===== src/rtl/complex_acc_dump.sv =====
// Complex block accumulator: sums N=2**LOG2_LEN samples per block, then
// rounds (half up), shifts and saturates each component to OUT_WIDTH.
module complex_acc_dump #(
   parameter int unsigned IN_WIDTH  = 33,
   parameter int unsigned LOG2_LEN  = 6,
   parameter int unsigned OUT_WIDTH = 24,
   parameter int unsigned SHIFT     = 15
) (
   input  logic                        clk,
   input  logic                        rst,
   input  logic                        p_valid,
   input  logic signed [IN_WIDTH-1:0]  pr,
   input  logic signed [IN_WIDTH-1:0]  pi,
   input  logic                        sync,
   output logic                        acc_valid,
   output logic signed [OUT_WIDTH-1:0] acc_r,
   output logic signed [OUT_WIDTH-1:0] acc_i,
   output logic                        ovf,
   output logic                        drop
);

   localparam int unsigned AW = IN_WIDTH + LOG2_LEN;
   localparam int unsigned CW = LOG2_LEN + 1;
   localparam logic [CW-1:0]        N_CNT   = CW'(1) << LOG2_LEN;
   localparam logic [AW:0]          RND_K   = (AW+1)'(1) << (SHIFT - 1);
   localparam logic signed [AW:0]   SAT_MAX = {{(AW+2-OUT_WIDTH){1'b0}}, {(OUT_WIDTH-1){1'b1}}};
   localparam logic signed [AW:0]   SAT_MIN = {{(AW+2-OUT_WIDTH){1'b1}}, {(OUT_WIDTH-1){1'b0}}};

   typedef enum logic {IDLE, ACCUM} state_t;

   state_t               state, state_nxt;
   logic [CW-1:0]        cnt, cnt_nxt, cnt_inc;
   logic signed [AW-1:0] sum_r, sum_i, sum_r_nxt, sum_i_nxt;
   logic signed [AW-1:0] add_r, add_i, ext_r, ext_i;
   logic signed [AW-1:0] dump_r, dump_i;
   logic                 dump_ld, dump_vld, drop_nxt, accept;
   logic [OUT_WIDTH:0]   rs_r_c, rs_i_c;

   // Round half up, arithmetic shift, clamp; MSB of result flags saturation
   function automatic logic [OUT_WIDTH:0] round_sat(input logic signed [AW-1:0] d);
      logic signed [AW:0] s;
      s = $signed({d[AW-1], d}) + $signed(RND_K);
      s = s >>> SHIFT;
      if (s > SAT_MAX)
         round_sat = {1'b1, SAT_MAX[OUT_WIDTH-1:0]};
      else if (s < SAT_MIN)
         round_sat = {1'b1, SAT_MIN[OUT_WIDTH-1:0]};
      else
         round_sat = {1'b0, s[OUT_WIDTH-1:0]};
   endfunction

   // Next-state, accumulate, dump and drop decisions
   always_comb begin
      state_nxt = state;
      cnt_nxt   = cnt;
      sum_r_nxt = sum_r;
      sum_i_nxt = sum_i;
      dump_ld   = 1'b0;
      drop_nxt  = 1'b0;
      accept    = 1'b0;
      ext_r     = $signed({{LOG2_LEN{pr[IN_WIDTH-1]}}, pr});
      ext_i     = $signed({{LOG2_LEN{pi[IN_WIDTH-1]}}, pi});
      // a sync sample restarts the block from zero; otherwise add to running sum
      if (p_valid && sync) begin
         add_r   = ext_r;
         add_i   = ext_i;
         cnt_inc = CW'(1);
      end else begin
         add_r   = sum_r + ext_r;
         add_i   = sum_i + ext_i;
         cnt_inc = cnt + CW'(1);
      end
      case (state)
         IDLE: begin
            if (p_valid && sync) begin
               state_nxt = ACCUM;
               accept    = 1'b1;
            end
         end
         ACCUM: begin
            if (p_valid) begin
               accept   = 1'b1;
               drop_nxt = sync && (cnt != '0);
            end
         end
         default: state_nxt = IDLE;
      endcase
      if (accept) begin
         if (cnt_inc == N_CNT) begin
            dump_ld   = 1'b1;
            sum_r_nxt = '0;
            sum_i_nxt = '0;
            cnt_nxt   = '0;
         end else begin
            sum_r_nxt = add_r;
            sum_i_nxt = add_i;
            cnt_nxt   = cnt_inc;
         end
      end
   end

   // State register
   always_ff @(posedge clk or posedge rst) begin
      if (rst) state <= IDLE;
      else     state <= state_nxt;
   end

   // Accumulators, sample count and dump stage
   always_ff @(posedge clk or posedge rst) begin
      if (rst) begin
         cnt      <= '0;
         sum_r    <= '0;
         sum_i    <= '0;
         dump_r   <= '0;
         dump_i   <= '0;
         dump_vld <= 1'b0;
      end else begin
         cnt      <= cnt_nxt;
         sum_r    <= sum_r_nxt;
         sum_i    <= sum_i_nxt;
         dump_vld <= dump_ld;
         if (dump_ld) begin
            dump_r <= add_r;
            dump_i <= add_i;
         end
      end
   end

   // Round/saturate the dumped sums
   always_comb begin
      rs_r_c = round_sat(dump_r);
      rs_i_c = round_sat(dump_i);
   end

   // Output register; results hold between dumps
   always_ff @(posedge clk or posedge rst) begin
      if (rst) begin
         acc_valid <= 1'b0;
         acc_r     <= '0;
         acc_i     <= '0;
         ovf       <= 1'b0;
         drop      <= 1'b0;
      end else begin
         acc_valid <= dump_vld;
         drop      <= drop_nxt;
         if (dump_vld) begin
            acc_r <= rs_r_c[OUT_WIDTH-1:0];
            acc_i <= rs_i_c[OUT_WIDTH-1:0];
            ovf   <= rs_r_c[OUT_WIDTH] | rs_i_c[OUT_WIDTH];
         end
      end
   end

endmodule


===== config.mk =====
export PLATFORM = sky130hd
export DESIGN_NAME = complex_acc_dump
export DESIGN_NICKNAME = d
export VERILOG_FILES = /design/src/rtl/complex_acc_dump.sv
export SDC_FILE = /design/constraint.sdc
export NUM_CORES = 1
export LEC_CHECK = 0
export ABC_AREA = 0
export CAP_MARGIN = 25
export CORE_MARGIN = 10
export CORE_UTILIZATION = 55
export DETAILED_ROUTE_END_ITERATION = 8
export PLACE_DENSITY = 0.74
export SYNTH_ARGS = -nofsm -noshare
export SYNTH_HDL_FRONTEND = slang
export SYNTH_SLANG_ARGS = --single-unit
export TNS_END_PERCENT = 20

===== constraint.sdc =====
create_clock -name clk -period 14.1 [get_ports clk]
set_input_delay 2.82 -clock clk [delete_from_list [all_inputs] [get_ports clk]]
set_output_delay 2.82 -clock clk [all_outputs]
set_load 0.02 [all_outputs]

==> qor.log, run 1 <==
qor: outcome.run_status complete, no violations
qor: clocking.htree_levels 4
qor: worst_setup_path.worst_flop_to_flop_path_endpoint sum_r[34]
qor: grt.number_of_antenna_violations_at_the_first_check_in_global_routing 0
qor: synth.synth_top_family_by_area compound AO/OA/AOI/OAI gates
qor: power_and_ir_drop.cellPowerDensity 173 nW/um2
qor: finish.diodes 0
qor: grt.grt_max_degree 126
qor: clocking.cts.reportedPaths.clkPinSlew 0.08 ns
qor: worst_setup_path.timing.critical_path.slowest_cell_delay 0.48 ns
qor: hold_path.beginning_of_the_worst_hold_path sum_r[23]
qor: finish.layout.cells.most_common sky130_fd_sc_hd__dfrtp_1
qor: synth.synth.yosys.seq_area_share 0.370
qor: routing.postRouteWirelength 33400 um
qor: synth.yosys.cell_types.count 87
qor: hold_path.worstHoldEndpoint sum_r[23]
qor: synth.syn_avg_cell_area 8.55 um2
qor: sta.worst-slew-pin-transition 0.899 ns
qor: synth.compound_gate_fraction_of_synth_area 0.235
qor: finish.multiInputGateArea 7570 um2
qor: sta.final_min_period_over_clock_period 0.431
qor: worst_setup_path.worstSetupStartpoint pr[0]
qor: finish.fill_cells 1956
qor: synth.synthesis.instances 1488
qor: clocking.insertion_delay 0.44 ns
qor: synth.yosys.area_share.xor_xnor 0.0757
qor: floorplanning.rows 55
qor: synth.synthAdderAreaFrac 0.0828
qor: clocking.cts_hold_buf 0
qor: sta.relSlewSlack 0.400
qor: worst_setup_path.worst-endpoint-arrival 6.39 ns
qor: sta.setup-violations-final 0
qor: hold_path.min_delay_path_class flip-flop to flip-flop
qor: worst_setup_path.r2r.worst_path.cells 13
qor: clocking.cts-resized-gates 0
qor: floorplanning.dieHeight 172 um
qor: finish.layout.cells.most_common_list sky130_fd_sc_hd__dfrtp_1 (187), sky130_fd_sc_hd__nand2_1 (184), sky130_fd_sc_hd__nor2_1 (148), sky130_fd_sc_hd__a21oi_1 (131), sky130_fd_sc_hd__o21ai_0 (121)
qor: sta.fmax 165 MHz
qor: synth.synthesized_net_count 1641
qor: synth.ys_async_sr_fraction 1.00
qor: floorplanning.dieWidth 172 um
qor: grt.grt_use_total 0.227
qor: placement.place.port_buffers 120
qor: clocking.cts_buffers 17
qor: flow_run.cap_violations 0
qor: synth.synth_simple_gate_area_frac 0.185
qor: synth.synth-seq-cells 188
qor: worst_setup_path.timing.critical_path.cells clkdlybuf4s50_1, ha_1, inv_1, fa_1, nor2b_1, o2111ai_1, a211oi_1, o211ai_1, a21oi_1, o21ai_0, o21ai_0, a21oi_1, xnor2_1, a221o_1
qor: sta.final_max_slew_viol_count 0
qor: floorplanning.total_die_area 29600 um2
qor: worst_setup_path.worst-path-buf-inv 2
qor: worst_setup_path.worst-r2r-setup-slack 10.54 ns
qor: finish.final_layout_size_suffix_gt1_frac 0.0552
qor: clocking.clock-sinks 188
qor: sta.rsz_0062_raised_after_global_routing false
qor: placement.place_hpwl 24300 um
qor: clocking.cts_root_buffer sky130_fd_sc_hd__clkbuf_16
qor: synth.syn-cell-area 12700 um2
qor: placement.place_congestion 0.912
qor: grt.grt.overflow.total 0
qor: placement.post_placement_worst_setup_slack 7.60 ns
qor: power_and_ir_drop.total_leakage_power 0.00661 uW
qor: power_and_ir_drop.finalPower 2540 uW
qor: clocking.max-clock-path-buffers 2
qor: clocking.cts.repair_timing.setup_buffer_count 0
qor: sta.fin_crit 6.08 ns
qor: sta.setup_slack 8.02 ns
qor: floorplanning.initial_utilization 0.561
qor: synth.synth_enable_flop_cells 0
qor: routing.detail-route-antenna-nets 0
qor: sta.finClkSkew 0.0156 ns
qor: routing.avgViaCountPerCell 5.97
qor: grt.first_global_vias 10600
qor: worst_setup_path.timing.setup.critical_path_class primary input to flip-flop
qor: worst_setup_path.timing.rr.start sum_r[0]
qor: routing.first_iter_violations 965
qor: power_and_ir_drop.peakVddDrop 89.0 uV
qor: worst_setup_path.worst_ep_required_time 14.41 ns
qor: finish.final-instance-count-excl-fill 1862
qor: sta.final-hold-violation-count 0
qor: finish.net_total_in_the_final_layout 1717
qor: finish.seqCellArea 4710 um2
qor: floorplanning.design.portCount 121
qor: hold_path.worst_hold_path.num_cells 2
qor: worst_setup_path.timing.critical_path.fanout_max 4
qor: clocking.tritoncts done
qor: sta.finalSetupTns 0 ns
qor: grt.grt_first_pass_wirelength 55100 um
qor: worst_setup_path.timing.critical_path.slowest_stage_cell sky130_fd_sc_hd__clkdlybuf4s50_1
qor: synth.yosysWarnings 0
qor: worst_setup_path.largest_delay_contributor_family_on_the_critical_path compound AO/OA/AOI/OAI gates
qor: placement.post-place-cells 1829
qor: worst_setup_path.critPathLaunchType primary input
qor: routing.detailroute.via_count 11100
qor: routing.drc 0
qor: routing.firstDrtPassIters 5
qor: routing.avgRoutedWirePerCell 18.0 um
qor: synth.postSynth.topFlopCell sky130_fd_sc_hd__dfrtp_1
qor: worst_setup_path.worstSetupEndpointType flip-flop
qor: synth.muxShareOfSynthArea 0.0150
qor: floorplanning.design.core.area 22700 um2
qor: finish.area_growth 15.4%
## flip-flops by register name (all words and copies together) (netlist names)
signal     flops
ovf            1
sum_i         39
dump_r        25
state          1
drop           1
acc_valid      1
acc_r         24
acc_i         24
dump_vld       1
cnt            7
sum_r         39
dump_i        25
## power breakdown
part	switching [uW]	internal [uW]	leakage (uW)
Combinational	786	540	0.00386
Sequential	72.5	645	0.00246
Clock	243	255	0.000289
## worst register-to-register path, stage by stage (launching register included)
cell                        delay (ns)
sky130_fd_sc_hd__dfrtp_1          0.36
sky130_fd_sc_hd__ha_1             0.17
sky130_fd_sc_hd__inv_1            0.06
sky130_fd_sc_hd__fa_1             0.38
sky130_fd_sc_hd__nor2b_1          0.20
sky130_fd_sc_hd__o2111ai_1        0.15
sky130_fd_sc_hd__a211oi_1         0.46
sky130_fd_sc_hd__o211ai_1         0.25
sky130_fd_sc_hd__a21oi_1          0.24
sky130_fd_sc_hd__o21ai_0          0.21
sky130_fd_sc_hd__o21ai_0          0.39
sky130_fd_sc_hd__a21oi_1          0.14
sky130_fd_sc_hd__xnor2_1          0.16
sky130_fd_sc_hd__a221o_1          0.30
## layer usage
metal  GRT usage  part of all wire  up-vias
li1            -                 -     5496
met1       0.329              0.49     5275
met2       0.346              0.44      312
met3      0.0406             0.062       27
met4      0.0502             0.011        0
met5           0                 0        -
## logic make-up (layout without fill, tap and decap cells)
family	Yosys count	after routing
buffers and inverters	115	204
muxes	18	18
and+or+nand+nor	515	515
AOI/OAI and AO/OA	459	459
adders and majority gates	83	83
DFF	188	188
xor gates and xnor gates	110	110
## cells in the mapped netlist, drive strengths merged (3+ instances only)
cell | instances | area (um2)
dfrtp | 188 | 4700
nand2 | 186 | 698
nor2 | 150 | 566
a21oi | 133 | 673
o21ai | 128 | 644
ha | 81 | 1010
clkbuf | 62 | 257
xor2 | 57 | 499
xnor2 | 53 | 464
nand3 | 50 | 250
inv | 41 | 154
a21o | 36 | 274
o22a | 33 | 289
nor3 | 24 | 120
and3 | 23 | 145
nand4 | 23 | 144
a31oi | 17 | 106
a221oi | 12 | 129
o21bai | 12 | 90.1
or3 | 12 | 76.3
buf | 11 | 48.8
o31ai | 11 | 92.6
a221o | 10 | 100
and2 | 10 | 62.6
nor2b | 10 | 62.6
mux2 | 9 | 101
mux2i | 9 | 90.1
a211oi | 8 | 65.1
a22oi | 8 | 60.1
o21a | 8 | 60.1
a22o | 6 | 52.6
nand2b | 6 | 37.5
o211ai | 5 | 37.5
a211o | 4 | 35.0
nor4b | 4 | 56.3
nor3b | 3 | 22.5
nor4 | 3 | 18.8
o41ai | 3 | 41.3
or2 | 3 | 18.8
## metrics by stage
stage,instance area [um2],hold WS (ns),util
2_1_floorplan,12700,0.352,-
3_3_place_gp,14100,0.465,0.619
3_5_place_dp,14100,0.474,0.620
4_1_cts,14700,0.491,0.647
5_1_grt,14700,0.518,0.647
6_report,14700,0.489,0.647
## cell type report
class,count,area share
tap,285,0.0243
multi-input combinational,1185,0.515
clock buffer,18,0.0292
inverter,41,0.0110
timing repair buffer,131,0.0884
sequential,188,0.320
clock inverter,14,0.0114
## worst max-delay path by stage
| stage | cells past startpoint | end | slack (ns) |
|---|---|---|---|
| final | 14 | sum_r[34] | 8.02 |
| after CTS | 14 | sum_r[34] | 8.05 |
| after global placement | 14 | sum_r[34] | 7.68 |
| after global routing | 14 | dump_r[38] | 7.74 |
| after detailed placement | 14 | sum_r[34] | 7.60 |
| after floorplan | 1 | acc_i[0] | 6.17 |
Note: power is estimated with default switching activity, not from simulation.
==> run 2: changes to the inputs <==
--- a/config.mk
+++ b/config.mk
@@ -8,9 +8,9 @@
 export ABC_AREA = 0
 export CAP_MARGIN = 25
 export CORE_MARGIN = 10
-export CORE_UTILIZATION = 55
+export CORE_UTILIZATION = 53
 export DETAILED_ROUTE_END_ITERATION = 8
-export PLACE_DENSITY = 0.74
+export PLACE_DENSITY = 0.75
 export SYNTH_ARGS = -nofsm -noshare
 export SYNTH_HDL_FRONTEND = slang
 export SYNTH_SLANG_ARGS = --single-unit
==> constraint.sdc (replaced) <==
create_clock -name clk -period 5.1 [get_ports clk]
set_input_delay 1.02 -clock clk [delete_from_list [all_inputs] [get_ports clk]]
set_output_delay 1.02 -clock clk [all_outputs]
set_load 0.02 [all_outputs]
==> run 2 against run 1 <==
Clock-buffer cell count stayed put. Critical endpoint unchanged. Register-to-register slack got worse by 9.0 ns. Setup slack got worse by 7.3 ns. Global-route usage is 1.4 points lower. Final cell count increased by 2.0%. Highest routed layer is now met5. Largest cell class unchanged. Critical path depth did not move.
==> qor.log, run 2 (synthesized netlist as in run 1, its figures left out) <==
qor: grt.grt.overflow.total 0 [unchanged]
qor: finish.final-instance-count-excl-fill 1899 [was 1862]
qor: clocking.cts.reportedPaths.clkPinSlew 0.08 ns [about the same]
qor: clocking.max-clock-path-buffers 2 [unchanged]
qor: power_and_ir_drop.cellPowerDensity 473 nW/um2 [was 173 nW/um2]
qor: routing.firstDrtPassIters 5 [unchanged]
qor: worst_setup_path.worstSetupEndpointType flip-flop [unchanged]
qor: floorplanning.dieWidth 175 um [was 172 um]
qor: sta.finalSetupTns 0 ns [unchanged]
qor: routing.detailroute.via_count 11200 [was 11100]
qor: hold_path.min_delay_path_class flip-flop to flip-flop [unchanged]
qor: power_and_ir_drop.power.share.sequential 0.283 [was 0.282]
qor: routing.first_iter_violations 942 [was 965]
qor: finish.layout.cells.most_common_list sky130_fd_sc_hd__dfrtp_1 (187), sky130_fd_sc_hd__nand2_1 (184), sky130_fd_sc_hd__nor2_1 (148), sky130_fd_sc_hd__a21oi_1 (131), sky130_fd_sc_hd__o21ai_0 (121) [unchanged]
qor: finish.layout.cells.most_common sky130_fd_sc_hd__dfrtp_1 [unchanged]
qor: floorplanning.dieHeight 175 um [was 172 um]
qor: sta.worst-slew-pin-transition 0.870 ns [was 0.899 ns]
qor: clocking.cts_buffers 17 [unchanged]
qor: clocking.insertion_delay 0.44 ns [about the same]
qor: placement.place_hpwl 24200 um [was 24300 um]
qor: power_and_ir_drop.power.share.combinational 0.516 [was 0.522]
qor: floorplanning.rows 56 [was 55]
qor: finish.area_growth 16.3% [was 15.4%]
qor: sta.setup_slack 0.769 ns [was 8.02 ns]
qor: floorplanning.initial_utilization 0.541 [was 0.561]
qor: sta.relSlewSlack 0.415 [was 0.400]
qor: power_and_ir_drop.netSwitchingPower 3040 uW [was 1100 uW]
qor: clocking.cts_root_buffer sky130_fd_sc_hd__clkbuf_16 [unchanged]
qor: sta.final-hold-violation-count 0 [unchanged]
qor: finish.net_total_in_the_final_layout 1720 [was 1717]
qor: finish.fill_cells 2060 [was 1956]
qor: sta.fmax 231 MHz
qor: clocking.tritoncts done [unchanged]
qor: clocking.cts-resized-gates 0 [unchanged]
qor: grt.first_global_vias 10800 [was 10600]
qor: grt.grt_max_degree 128 [was 126]
qor: floorplanning.design.portCount 121 [unchanged]
qor: power_and_ir_drop.total_leakage_power 0.00664 uW [was 0.00661 uW]
qor: sta.rsz_0062_raised_after_global_routing false [unchanged]
qor: power_and_ir_drop.power.internal 3960 uW [was 1440 uW]
qor: clocking.clock-sinks 188 [unchanged]
qor: flow_run.cap_violations 0 [unchanged]
qor: clocking.htree_levels 4 [unchanged]
qor: grt.number_of_antenna_violations_at_the_first_check_in_global_routing 1 [was 0]
qor: worst_setup_path.critPathLaunchType primary input [unchanged]
qor: worst_setup_path.timing.critical_path.fanout_max 4 [unchanged]
qor: clocking.cts.repair_timing.setup_buffer_count 0 [unchanged]
qor: outcome.run_status complete, no violations [unchanged]
qor: finish.layout_top_registers sum_i (39), sum_r (39) [unchanged]
qor: finish.utilization 0.629 [was 0.647]
qor: floorplanning.total_die_area 30600 um2 [was 29600 um2]
qor: floorplanning.design.core.area 23500 um2 [was 22700 um2]
qor: worst_setup_path.timing.setup.critical_path_class primary input to flip-flop [unchanged]
qor: sta.final_max_slew_viol_count 0 [unchanged]
qor: sta.final_min_period_over_clock_period 0.849
qor: power_and_ir_drop.clock_power_share 0.201 [was 0.196]
qor: finish.final_layout_size_suffix_gt1_frac 0.0576 [was 0.0552]
qor: placement.place_congestion 0.927 [was 0.912]
qor: placement.post-place-cells 1866 [was 1829]
qor: grt.grt_first_pass_wirelength 54900 um [was 55100 um]
qor: grt.grt_use_total 0.213 [was 0.227]
qor: power_and_ir_drop.switching_share 0.434 [about the same]
qor: placement.place.port_buffers 120 [unchanged]
qor: finish.diodes 0 [unchanged]
qor: routing.avgViaCountPerCell 5.91 [was 5.97]
qor: worst_setup_path.worst_ep_required_time 5.42 ns [was 14.41 ns]
qor: placement.post_placement_worst_setup_slack 0.405 ns [was 7.60 ns]
qor: clocking.cts_hold_buf 0 [unchanged]
qor: routing.detail-route-antenna-nets 0 [unchanged]
qor: power_and_ir_drop.finalPower 7000 uW [was 2540 uW]
qor: routing.drc 0 [unchanged]
qor: routing.avgRoutedWirePerCell 17.4 um [was 18.0 um]
qor: sta.setup-violations-final 0 [unchanged]
qor: power_and_ir_drop.peakVddDrop 273 uV [was 89.0 uV]
qor: worst_setup_path.worst-endpoint-arrival 4.66 ns [was 6.39 ns]
qor: routing.postRouteWirelength 33100 um [was 33400 um]
qor: sta.finClkSkew 0.0170 ns [was 0.0156 ns]
qor: sta.fin_crit 4.33 ns
## run 2: cell types whose count changed in the layout (fill, tap and decap cells not counted), sizes merged
cell    change
inv         -2
clkinv      +3
buf         +3
bufinv      -1
## run 2: worst paths after layout
check,end,startpoint,slack [ns],depth (start not counted)
setup / recovery,sum_r[34],pr[0],0.77,14
hold / removal,sum_r[23],sum_r[23],0.49,2
setup reg to reg,sum_r[34],sum_r[0],1.50,13
hold reg to reg,sum_r[23],sum_r[23],0.49,2
max in group asynchronous,sum_i[0],rst,3.32,3
min in group asynchronous,acc_r[8],rst,1.13,3
## run 2: metal layers
layer	vias up	share of wire	track usage
met4	2	0.012	0.0498
met3	27	0.061	0.0416
li1	5499	-	-
met1	5381	0.48	0.297
met2	313	0.45	0.334
met5	-	0.00060	0
## run 2: stage by stage
stage          hold WS [ns]  area [um2]
3_5_place_dp          0.478       14200
3_3_place_gp          0.465       14200
6_report              0.494       14800
5_1_grt               0.517       14800
2_1_floorplan         0.352       12700
4_1_cts               0.495       14800
## run 2: final cells by class
cell class	instances	area, um2	area share
Timing Repair Buffer	134	1340	0.0902
Inverter	41	158	0.0107
Clock buffer	18	439	0.0297
Multi-Input combinational cell	1185	7570	0.512
Clock inverter	14	190	0.0128
Sequential cell	188	4710	0.318
Tap cell	319	399	0.0270
## run 2: critical path, stage by stage
cell	delay (ns)
sky130_fd_sc_hd__clkdlybuf4s50_1	0.49
sky130_fd_sc_hd__ha_1	0.17
sky130_fd_sc_hd__inv_1	0.06
sky130_fd_sc_hd__fa_1	0.38
sky130_fd_sc_hd__nor2b_1	0.18
sky130_fd_sc_hd__o2111ai_1	0.16
sky130_fd_sc_hd__a211oi_1	0.47
sky130_fd_sc_hd__o211ai_1	0.25
sky130_fd_sc_hd__a21oi_1	0.24
sky130_fd_sc_hd__o21ai_0	0.19
sky130_fd_sc_hd__o21ai_0	0.42
sky130_fd_sc_hd__a21oi_1	0.15
sky130_fd_sc_hd__xnor2_1	0.17
sky130_fd_sc_hd__a221o_1	0.31
## run 2: power groups by stage
stage                     Combinational, uW  Sequential (uW)  Clock [uW]
final                                  3610             1980        1410
after global routing                   4030             2010        1480
after CTS                              3550             1970        1430
after detailed placement               3540             1990           0
after global placement                 3470             1980           0
after floorplan                        2800             1940           0
==> run 3: changes to the inputs <==
==> constraint.sdc (replaced) <==
create_clock -name clk -period 3.9 [get_ports clk]
set_input_delay 0.78 -clock clk [delete_from_list [all_inputs] [get_ports clk]]
set_output_delay 0.78 -clock clk [all_outputs]
set_load 0.02 [all_outputs]
==> run 3 against run 2 <==
Setup slack lost 0.55 ns. Clock skew grew 0.0044 ns. Sequential share of layout area shrank 1.2 points. Final cell count grew 4.3%. First-iteration DRC count grew 3.4%. Hold slack lost 0.0024 ns. Cell area grew 4.0%. Largest cell class unchanged. Highest routed layer unchanged.
==> qor.log, run 3 (synthesized netlist as in run 1, its figures left out) <==
qor: outcome.run_status complete, no violations [unchanged]
qor: clocking.cts.reportedPaths.clkPinSlew 0.07 ns [was 0.08 ns]
qor: sta.fmax 272 MHz
qor: routing.firstDrtPassIters 5 [unchanged]
qor: grt.grt_use_total 0.224 [was 0.213]
qor: routing.avgViaCountPerCell 5.80 [was 5.91]
qor: worst_setup_path.worst_ep_required_time 4.27 ns [was 5.42 ns]
qor: worst_setup_path.worst_flop_to_flop_path_endpoint dump_r[27] [was sum_r[34]]
qor: grt.first_global_vias 11200 [was 10800]
qor: sta.fin_crit 3.68 ns
qor: clocking.tritoncts done [unchanged]
qor: power_and_ir_drop.power.share.sequential 0.268 [was 0.283]
qor: sta.final_min_period_over_clock_period 0.943
qor: routing.detailroute.via_count 11500 [was 11200]
qor: finish.final-instance-count-excl-fill 1980 [was 1899]
qor: finish.layout.cells.most_common sky130_fd_sc_hd__dfrtp_1 [unchanged]
qor: power_and_ir_drop.cellPowerDensity 629 nW/um2 [was 473 nW/um2]
qor: clocking.clock-sinks 188 [unchanged]
qor: power_and_ir_drop.total_leakage_power 0.00701 uW [was 0.00664 uW]
qor: finish.final_layout_size_suffix_gt1_frac 0.105 [was 0.0576]
qor: worst_setup_path.worst-endpoint-arrival 4.05 ns [was 4.66 ns]
qor: finish.layout.cells.most_common_list sky130_fd_sc_hd__dfrtp_1 (187), sky130_fd_sc_hd__nand2_1 (184), sky130_fd_sc_hd__nor2_1 (148), sky130_fd_sc_hd__a21oi_1 (130), sky130_fd_sc_hd__clkdlybuf4s50_1 (120) [was sky130_fd_sc_hd__dfrtp_1 (187), sky130_fd_sc_hd__nand2_1 (184), sky130_fd_sc_hd__nor2_1 (148), sky130_fd_sc_hd__a21oi_1 (131), sky130_fd_sc_hd__o21ai_0 (121)]
qor: floorplanning.design.portCount 121 [unchanged]
qor: routing.postRouteWirelength 34500 um [was 33100 um]
qor: clocking.cts-resized-gates 0 [unchanged]
qor: power_and_ir_drop.finalPower 9680 uW [was 7000 uW]
qor: power_and_ir_drop.switching_share 0.422 [was 0.434]
qor: routing.detail-route-antenna-nets 0 [unchanged]
qor: sta.setup-violations-final 0 [unchanged]
qor: clocking.max-clock-path-buffers 2 [unchanged]
qor: grt.grt.overflow.total 0 [unchanged]
qor: placement.place_hpwl 25800 um [was 24200 um]
qor: clocking.htree_levels 4 [unchanged]
qor: placement.dp_area 14800 um2 [was 14200 um2]
qor: finish.diodes 0 [unchanged]
qor: worst_setup_path.worst-r2r-setup-slack 0.63 ns [was 1.50 ns]
qor: clocking.insertion_delay 0.44 ns [about the same]
qor: worst_setup_path.timing.critical_path.fanout_max 5 [was 4]
qor: sta.setup_slack 0.221 ns [was 0.769 ns]
qor: clocking.cts.repair_timing.setup_buffer_count 0 [unchanged]
qor: sta.rsz_0062_raised_after_global_routing false [unchanged]
qor: floorplanning.dieHeight 175 um [unchanged]
qor: hold_path.beginning_of_the_worst_hold_path sum_r[23] [unchanged]
qor: clocking.cts_buffers 17 [unchanged]
qor: sta.final-hold-violation-count 0 [unchanged]
qor: finish.net_total_in_the_final_layout 1802 [was 1720]
qor: power_and_ir_drop.power.share.combinational 0.549 [was 0.516]
qor: routing.drc 0 [unchanged]
qor: power_and_ir_drop.clock_power_share 0.183 [was 0.201]
qor: sta.finClkSkew 0.0214 ns [was 0.0170 ns]
qor: hold_path.min_delay_path_class flip-flop to flip-flop [unchanged]
qor: routing.first_iter_violations 974 [was 942]
qor: power_and_ir_drop.power.internal 5590 uW [was 3960 uW]
qor: worst_setup_path.timing.setup.critical_path_class primary input to flip-flop [unchanged]
qor: placement.place_congestion 0.923 [was 0.927]
qor: clocking.cts_hold_buf 0 [unchanged]
qor: worst_setup_path.critPathLaunchType primary input [unchanged]
qor: floorplanning.initial_utilization 0.541 [unchanged]
qor: floorplanning.dieWidth 175 um [unchanged]
qor: flow_run.cap_violations 0 [unchanged]
qor: floorplanning.total_die_area 30600 um2 [unchanged]
qor: power_and_ir_drop.netSwitchingPower 4090 uW [was 3040 uW]
qor: sta.relSlewSlack 0.410 [was 0.415]
qor: sta.final_max_slew_viol_count 0 [unchanged]
qor: clocking.cts_root_buffer sky130_fd_sc_hd__clkbuf_16 [unchanged]
qor: worst_setup_path.worstSetupEndpointType flip-flop [unchanged]
qor: placement.place.port_buffers 120 [unchanged]
qor: hold_path.worstHoldEndpoint sum_r[23] [unchanged]
qor: power_and_ir_drop.peakVddDrop 370 uV [was 273 uV]
qor: routing.avgRoutedWirePerCell 17.4 um [about the same]
qor: floorplanning.rows 56 [unchanged]
qor: grt.grt_first_pass_wirelength 57700 um [was 54900 um]
qor: placement.post-place-cells 1949 [was 1866]
qor: sta.finalHoldWorstSlack 0.492 ns [was 0.494 ns]
qor: finish.area_growth 20.9% [was 16.3%]
qor: finish.fill_cells 1991 [was 2060]
qor: hold_path.worst_hold_path.num_cells 2 [unchanged]
qor: sta.worst-slew-pin-transition 0.883 ns [was 0.870 ns]
qor: finish.post-route-cell-area 15400 um2 [was 14800 um2]
qor: grt.number_of_antenna_violations_at_the_first_check_in_global_routing 1 [unchanged]
qor: floorplanning.design.core.area 23500 um2 [unchanged]
qor: finish.layout_top_registers sum_i (39), sum_r (39) [unchanged]
qor: placement.post_placement_worst_setup_slack -0.237 ns [was 0.405 ns]
qor: worst_setup_path.timing.rr.start sum_r[6] [was sum_r[0]]
qor: grt.grt_max_degree 69 [was 128]
qor: worst_setup_path.r2r.worst_path.cells 12 [was 13]
-- run 3: changes by cell type in the layout (fill, tap and decap cells not counted), moves of 2 or more --
| cell | previous run | this run |
|---|---|---|
| sky130_fd_sc_hd__buf_4 | 11 | 92 |
| sky130_fd_sc_hd__clkinv_8 | 8 | 3 |
| sky130_fd_sc_hd__clkinvlp_4 | 1 | 4 |
| sky130_fd_sc_hd__o21ai_0 | 121 | 119 |
| sky130_fd_sc_hd__o21ai_1 | 6 | 8 |
-- run 3: through the flow --
step / utilization / TNS, ns
after floorplan: - / 0
after global placement: 0.628 / -1.78
after detailed placement: 0.629 / -3.59
after CTS: 0.653 / 0
after global routing: 0.654 / 0
final: 0.654 / 0
-- run 3: cell type report --
type | instances | area [um2] | area share
timing repair buffer | 216 | 1960 | 0.128
clock inverter | 14 | 151 | 0.00984
clock buffer | 17 | 425 | 0.0276
tap | 319 | 399 | 0.0259
inverter | 41 | 158 | 0.0102
multi-input combinational | 1185 | 7590 | 0.493
sequential | 188 | 4710 | 0.306
-- run 3: power groups by stage --
stage | sequential [uW] | combinational (uW) | clock (uW)
2_1_floorplan | 2530 | 3660 | 0
4_1_cts | 2590 | 5250 | 1790
3_5_place_dp | 2610 | 5210 | 0
5_1_grt | 2640 | 5920 | 1850
6_report | 2590 | 5320 | 1770
3_3_place_gp | 2610 | 5130 | 0
-- run 3: per-layer routing --
| metal | track usage | wire length [um] | vias to the layer above |
|---|---|---|---|
| met5 | 0 | 13 | - |
| met3 | 0.0323 | 2110 | 35 |
| li1 | - | - | 5683 |
| met4 | 0.0470 | 371 | 2 |
| met1 | 0.323 | 16700 | 5424 |
| met2 | 0.349 | 15200 | 339 |
-- run 3: worst max-delay path by stage --
stage,start,to,slack [ns]
global placement,pr[0],sum_r[32],-0.18
detailed placement,pr[0],sum_r[32],-0.24
finish,pr[6],dump_r[27],0.22
global route,pr[0],sum_r[32],0.02
CTS,pr[0],sum_r[32],0.20
floorplan,pr[0],sum_r[34],0.50
-- run 3: critical path: stages --
cell and delay [ns]:
sky130_fd_sc_hd__clkdlybuf4s50_1 0.43, sky130_fd_sc_hd__ha_1 0.37, sky130_fd_sc_hd__a21o_1 0.17, sky130_fd_sc_hd__a21o_1 0.17
sky130_fd_sc_hd__a221o_1 0.32, sky130_fd_sc_hd__a311oi_2 0.44, sky130_fd_sc_hd__o31ai_2 0.18, sky130_fd_sc_hd__a221oi_4 0.34
sky130_fd_sc_hd__o21ai_2 0.15, sky130_fd_sc_hd__xor2_1 0.36, sky130_fd_sc_hd__buf_4 0.18, sky130_fd_sc_hd__nand2_1 0.06
sky130_fd_sc_hd__nand2_1 0.10
